**src/rtl/pr_req_latch.sv**
```systemverilog
// Sticky request capture with highest-index selection, presented to a consumer
// over valid/ready; the served bit retires on acceptance.
module pr_req_latch #(
  parameter int NUM_SIZE = 8,
  parameter int OUT_SIZE = $clog2(NUM_SIZE),
  parameter int CNT_SIZE = 8
) (
  input  logic                clk,
  input  logic                rst_n,
  input  logic [NUM_SIZE-1:0] req,
  input  logic                clr,
  output logic                out_valid,
  output logic [OUT_SIZE-1:0] out_idx,
  input  logic                out_ready,
  output logic [NUM_SIZE-1:0] pending,
  output logic [CNT_SIZE-1:0] lost_cnt
);

  typedef enum logic {IDLE, OFFER} state_t;

  state_t              state, state_nxt;
  logic [OUT_SIZE-1:0] idx_nxt;
  logic [NUM_SIZE-1:0] ack, rem, pending_nxt;
  logic                handshake, collide;

  function automatic logic [OUT_SIZE-1:0] select_top(input logic [NUM_SIZE-1:0] v);
    logic [OUT_SIZE-1:0] sel;
    sel = '0;
    for (int i = 0; i < NUM_SIZE; i++) begin
      if (v[i]) sel = OUT_SIZE'(i);
    end
    return sel;
  endfunction

  assign out_valid = (state == OFFER);
  assign handshake = out_valid & out_ready;

  // NOTE: every signal written here gets a default first, so no path can infer a latch.
  always_comb begin
    ack         = '0;
    if (handshake) ack = NUM_SIZE'(1) << out_idx;
    rem         = pending & ~ack;
    pending_nxt = rem | req;
    collide     = |(req & pending & ~ack);
    state_nxt   = state;
    idx_nxt     = out_idx;
    unique case (state)
      IDLE: begin
        if (|pending) begin
          idx_nxt   = select_top(pending);
          state_nxt = OFFER;
        end
      end
      OFFER: begin
        // Offer is held until accepted; later arrivals wait even if higher.
        if (handshake) begin
          if (|rem) idx_nxt = select_top(rem);
          else      state_nxt = IDLE;
        end
      end
      default: state_nxt = IDLE;
    endcase
  end

  // NOTE: state registers use non-blocking assignments so every flop samples pre-edge values.
  always_ff @(posedge clk or negedge rst_n) begin
    if (!rst_n) begin
      state    <= IDLE;
      out_idx  <= '0;
      pending  <= '0;
      lost_cnt <= '0;
    end else if (clr) begin
      state    <= IDLE;
      out_idx  <= '0;
      pending  <= '0;
      lost_cnt <= '0;
    end else begin
      state   <= state_nxt;
      out_idx <= idx_nxt;
      pending <= pending_nxt;
      if (collide && lost_cnt != '1) lost_cnt <= lost_cnt + 1'b1;
    end
  end

endmodule

```
**config.mk**
```make
export PLATFORM = sky130hd
export DESIGN_NAME = pr_req_latch
export DESIGN_NICKNAME = d
export VERILOG_FILES = /design/src/rtl/pr_req_latch.sv
export SDC_FILE = /design/constraint.sdc
export NUM_CORES = 1
export LEC_CHECK = 0
export CAP_MARGIN = 40
export CORE_MARGIN = 5
export CORE_UTILIZATION = 39
export DETAILED_ROUTE_END_ITERATION = 10
export GPL_TIMING_DRIVEN = 0
export HOLD_SLACK_MARGIN = 0.12
export PLACE_DENSITY = 0.73
export SETUP_SLACK_MARGIN = 0.1
export SKIP_CTS_REPAIR_TIMING = 1
export SYNTH_ARGS = -nofsm -noshare
export SYNTH_HDL_FRONTEND = slang
export SYNTH_SLANG_ARGS = --single-unit
```
**constraint.sdc**
```tcl
create_clock -name clk -period 2.9 [get_ports clk]
set_input_delay 0.29 -clock clk [delete_from_list [all_inputs] [get_ports clk]]
set_output_delay 0.29 -clock clk [all_outputs]
set_load 0.03 [all_outputs]
```
==> results of run 1 <==
[sequential cells by signal, summed over array words and instances, names as in the netlist]
register and flops:
lost_cnt 8, out_valid 1, out_idx 3, pending 8
[cell usage in the layout (no fill, tap or decap), types with 3 or more instances in the layout]
cell	count
clkdlybuf4s50_1	31
nor2_1	23
dfrtp_1	20
a21oi_1	7
o31ai_1	6
o21ai_0	6
nand2_1	5
nand3_1	4
nor3_1	4
a22oi_1	4
or4_1	4
o21a_2	3
o21a_1	3
inv_1	3
clkbuf_4	3
[cells by family after synthesis]
family                   after synthesis  share of synthesized area [%]
XOR/XNOR                               1                          0.784
buffers and inverters                  6                           2.13
multiplexers                           1                          0.896
flip-flops                            20                           44.8
AND/OR/NAND/NOR                       54                           26.8
adder cells (fa/ha/maj)                1                           1.12
AO/OA/AOI/OAI                         37                           23.5
[worst max path at each step]
stage               slack [ps]  startpoint     endpoint  cells after the start
finish                     660   out_ready  lost_cnt[1]                      8
global route               520   out_ready  lost_cnt[1]                      8
CTS                        660   out_ready  lost_cnt[1]                      8
detailed placement         350   out_ready  lost_cnt[1]                      8
global placement           410   out_ready  lost_cnt[1]                      8
floorplan                  770   out_valid   out_idx[0]                      6
[metal layers]
metal	up-vias	track usage, %
li1	518	-
met1	537	18.5
met2	30	26.0
met3	2	3.20
met4	0	4.16
met5	-	0
[power by group]
part           internal, mW  switching (mW)  total [mW]  leakage [nW]
logic                0.0914           0.120       0.211         0.300
registers             0.299          0.0255       0.324         0.260
clock network        0.0764          0.0835       0.160        0.0210
total                 0.467           0.229       0.696         0.581
[layout make-up]
class,count,area (um^2)
flip-flops and latches,20,500
well taps,31,38.8
clock buffers,4,36.3
fillers,273,1240
plain buffers,3,12.5
repair buffers,32,325
multi-input cells,94,593
inverters,3,11.3
[worst max-delay path: stages]
cell             delay, ps
clkdlybuf4s50_1        530
nand3b_1               200
o21a_1                 310
a22oi_1                250
a41o_1                 300
buf_2                  260
mux2i_1                220
nor2_1                  60
==> flow_summary.json, run 1 <==
{
  "wl_per_cell_um": 15.5,
  "htreeDepth": 1,
  "final_cells": 187,
  "die_w_um": 63.5,
  "ys.flop_type": "dfrtp_1",
  "post-synth-top-count-cell": "nor2_1",
  "required_ps": 3080,
  "synthCells": 120,
  "synth_edf_count": 0,
  "syn_to_final_growth_pct": 35.8,
  "ys_top_cells_by_count": "nor2_1, dfrtp_1, a21oi_1, o21ai_0, o31ai_1",
  "hold_ws_ps": 213,
  "io_pins": 32,
  "p_leak_nw": 0.581,
  "cts_buffers": 3,
  "dr.pass1.iters": 4,
  "fin_nets": 170,
  "ant_nets": 0,
  "grt_max_degree": 18,
  "setup_viol": 0,
  "drive_above_1_share_pct": 8.33,
  "grt_pass1_vias": 1130,
  "route.met3.wl_um": 170,
  "power_density_nw_per_um2": 458,
  "totalWireLength_um": 2890,
  "clock_path_buffers": 2,
  "rsz0062_at_grt": "false",
  "yosysTopAreaCellShare_pct": 44.8,
  "grt_pass1_wl_um": 5040,
  "design_area_um2": 1520,
  "std_cell_rows": 19,
  "reg2reg_to": "lost_cnt[3]",
  "syn_avg_cell_area_um2": 9.31,
  "cts_sinks": 20,
  "grtUsageTotal_pct": 15.0,
  "root_buffer": "clkbuf_4",
  "fin_total_pwr_uw": 696,
  "dp_hpwl_um": 2260,
  "fin_util_pct": 55.0,
  "antenna_found_initial": 0,
  "skew_ps": 7.49,
  "met2_length_um": 1440,
  "start_util_pct": 40.5,
  "gr-total-overflow": 0,
  "placed_area_um2": 1480,
  "setup_ws_ps": 665,
  "critPathCaptureType": "flop",
  "die_area_um2": 4040,
  "r2r-start": "out_valid",
  "yosysUniqueCellTypes": 36,
  "place_ws_ps": 348,
  "drc_errors": 0,
  "worst_pin_slew_ps": 433,
  "routed-via-count": 1087,
  "yosys.area.top_type": "dfrtp_1",
  "diodes": 0,
  "setup_tns_ps": 0,
  "vdd.ir_drop.worst_uv": 287,
  "synthesis.nets": 133,
  "outcome": "completed",
  "vias_per_cell": 5.81,
  "path_max_fanout": 10,
  "drt_iter0_markers": 48,
  "core_area_um2": 2760,
  "reg2reg_setup_slack_ps": 700,
  "path_class": "in -> reg",
  "slew_headroom_pct": 71.1,
  "ys_seq_elements": 20,
  "ys.warnings.count": 0,
  "slew_viol_final": 0,
  "max_freq_ghz": 0.447,
  "ys_top_cells_by_area": "dfrtp_1, nor2_1, o31ai_1",
  "die_h_um": 63.5,
  "ys_async_sr_fraction_pct": 100,
  "seq_area_frac_synth_pct": 44.8,
  "path_clk_slew_ps": 120,
  "timing.final.crit_share_pct": 77.1,
  "io_buffers": 31,
  "maxCapViolCount": 0,
  "fin_crit_ps": 2240,
  "gp_congestion": 0.851,
  "hold_violations": 0,
  "syn_area_um2": 1120,
  "cts_tree": "done",
  "hold_path_class": "in -> async",
  "startpoint_type": "primary input",
  "r2r_cells": 7,
  "dp_cells": 183,
  "insertion_delay_ps": 300,
  "wl_met1_um": 1280,
  "top_layer": "met4",
  "worstPathArrival_ps": 2410
}
Power figures use the tool's default switching activity.
==> run 2: changes to the inputs <==
Settings changed: PLACE_DENSITY 0.73 to 0.75.
Clock period 2.9 ns to 1.9 ns, I/O delays scaled along.
==> run 2 against run 1 <==
  * The run now ends with negative setup slack left
  * Critical path type is now reg -> reg
  * Highest routed layer unchanged
  * Clock skew rose by 2.5 ps
  * Critical endpoint is now out_idx[0]
  * Global-route usage rose by 0.58 points
  * Total power rose by 59%
  * Utilization rose by 3.2 points
  * Critical path depth fell by 2
  * Routed wire length rose by 6.1%
  * Sequential share of layout area fell by 1.5 points
  * Hold slack got worse by 15 ps
  * Sequential power rose by 53%
  * Combinational power rose by 68%
  * Clock power rose by 58%
==> flow_summary.json, run 2 (synthesized netlist as in run 1, its figures left out) <==
{
  "outcome": "finished, violations left",
  "violations": "negative setup slack",
  "setup_ws_ps": -268,
  "rsz0062_at_grt": "true",
  "drc_errors": 0,
  "totalWireLength_um": 3070,
  "dp_cells": 183,
  "root_buffer": "clkbuf_4",
  "r2r-start": "out_idx[1]",
  "hold_ws_ps": 198,
  "diodes": 0,
  "fin_util_pct": 58.2,
  "reg2reg_to": "out_idx[0]",
  "slew_headroom_pct": 67.0,
  "dr.pass1.iters": 4,
  "vdd.ir_drop.worst_uv": 515,
  "wl_per_cell_um": 15.7,
  "std_cell_rows": 19,
  "path_cells": "nand3b_1 -> o21a_4 -> nor4_4 -> a21boi_2 -> or4b_1 -> o31ai_1",
  "placed_area_um2": 1490,
  "fin_nets": 178,
  "max_freq_ghz": 0.461,
  "gr-total-overflow": 0,
  "layout_common_cells": "clkdlybuf4s50_1, nor2_1, dfrtp_1",
  "path_class": "reg -> reg",
  "p_leak_nw": 0.616,
  "path_max_fanout": 6,
  "skew_ps": 10.0,
  "critPathSlowestCell": "or4b_1",
  "syn_to_final_growth_pct": 43.7,
  "fin_total_pwr_mw": 1.10,
  "hold_violations": 0,
  "start_util_pct": 40.5,
  "largest_registers": "lost_cnt (8), pending (8), out_idx (3)",
  "grtUsageTotal_pct": 15.6,
  "final_cells": 195,
  "gp_congestion": 0.820,
  "cts_buffers": 3,
  "fillerInstances": 252,
  "ant_nets": 0,
  "die_h_um": 63.5,
  "r2r_cells": 6,
  "dp_hpwl_um": 2320,
  "grt_pass1_wl_um": 5080,
  "vias_per_cell": 5.84,
  "routed-via-count": 1138,
  "place_ws_ps": -473,
  "die_area_um2": 4040,
  "reg2reg_setup_slack_ps": -270,
  "design_area_um2": 1610,
  "io_buffers": 31,
  "fin_crit_ps": 2170,
  "startpoint_type": "flop",
  "htreeDepth": 1,
  "drt_iter0_markers": 67,
  "hold_path_class": "in -> async",
  "slew_viol_final": 0,
  "drive_above_1_share_pct": 17.7,
  "maxCapViolCount": 0,
  "worstPathArrival_ps": 2370,
  "antenna_found_initial": 0,
  "power_density_nw_per_um2": 687,
  "io_pins": 32,
  "cts_tree": "done",
  "grt_max_degree": 12,
  "path_clk_slew_ps": 120,
  "grt_pass1_vias": 1101,
  "cp_slowest_stage_delay_ps": 510,
  "timing.final.crit_share_pct": 114,
  "critPathCaptureType": "flop",
  "setup_viol": 11,
  "die_w_um": 63.5,
  "core_area_um2": 2760,
  "layout_commonest_cell": "clkdlybuf4s50_1",
  "cts_sinks": 20,
  "setup_tns_ps": -1630,
  "clock_path_buffers": 2,
  "required_ps": 2110,
  "insertion_delay_ps": 310,
  "worst_pin_slew_ps": 493
}
==> run 2: changes by cell type in the layout (fill, tap and decap cells not counted), sizes merged <==
cell and change:
buf +8
==> run 2: area by class of cell <==
cell class	count	area (um^2)	share of cell area [%]
Tap cell	31	38.8	2.42
Multi-Input combinational cell	94	612	38.1
Inverter	3	11.3	0.701
Timing Repair Buffer	40	383	23.9
Sequential cell	20	505	31.5
Clock buffer	4	36.3	2.26
Buffer	3	18.8	1.17
==> run 2: worst max-delay path, delay by kind of cell, from the launching register on <==
family           cells  cell delay (ps)
AO/OA/AOI/OAI        3              510
flip-flops           1              430
AND/OR/NAND/NOR      3             1140
==> run 2: layer usage <==
| metal | vias up | track usage (%) | wire, um |
|---|---|---|---|
| met2 | 40 | 25.8 | 1530 |
| met3 | 4 | 4.97 | 200 |
| met1 | 556 | 18.8 | 1320 |
| li1 | 538 | - | - |
| met5 | - | 0 | 0 |
| met4 | 0 | 5.45 | 19 |
==> run 2: report_power, final <==
part	switching [mW]	internal (mW)
Sequential	0.0377	0.458
Clock	0.137	0.117
Combinational	0.193	0.161
==> run 2: how the worst max path moves through the flow <==
stage | from | endpoint | slack, ps | depth (start not counted)
2_1_floorplan | out_idx[1] | out_idx[0] | -160 | 6
3_3_place_gp | out_ready | out_idx[0] | -470 | 7
3_5_place_dp | out_ready | out_idx[0] | -470 | 7
4_1_cts | out_idx[1] | out_idx[0] | -240 | 6
5_1_grt | out_idx[1] | out_idx[0] | -390 | 6
6_report | out_idx[1] | out_idx[0] | -270 | 6
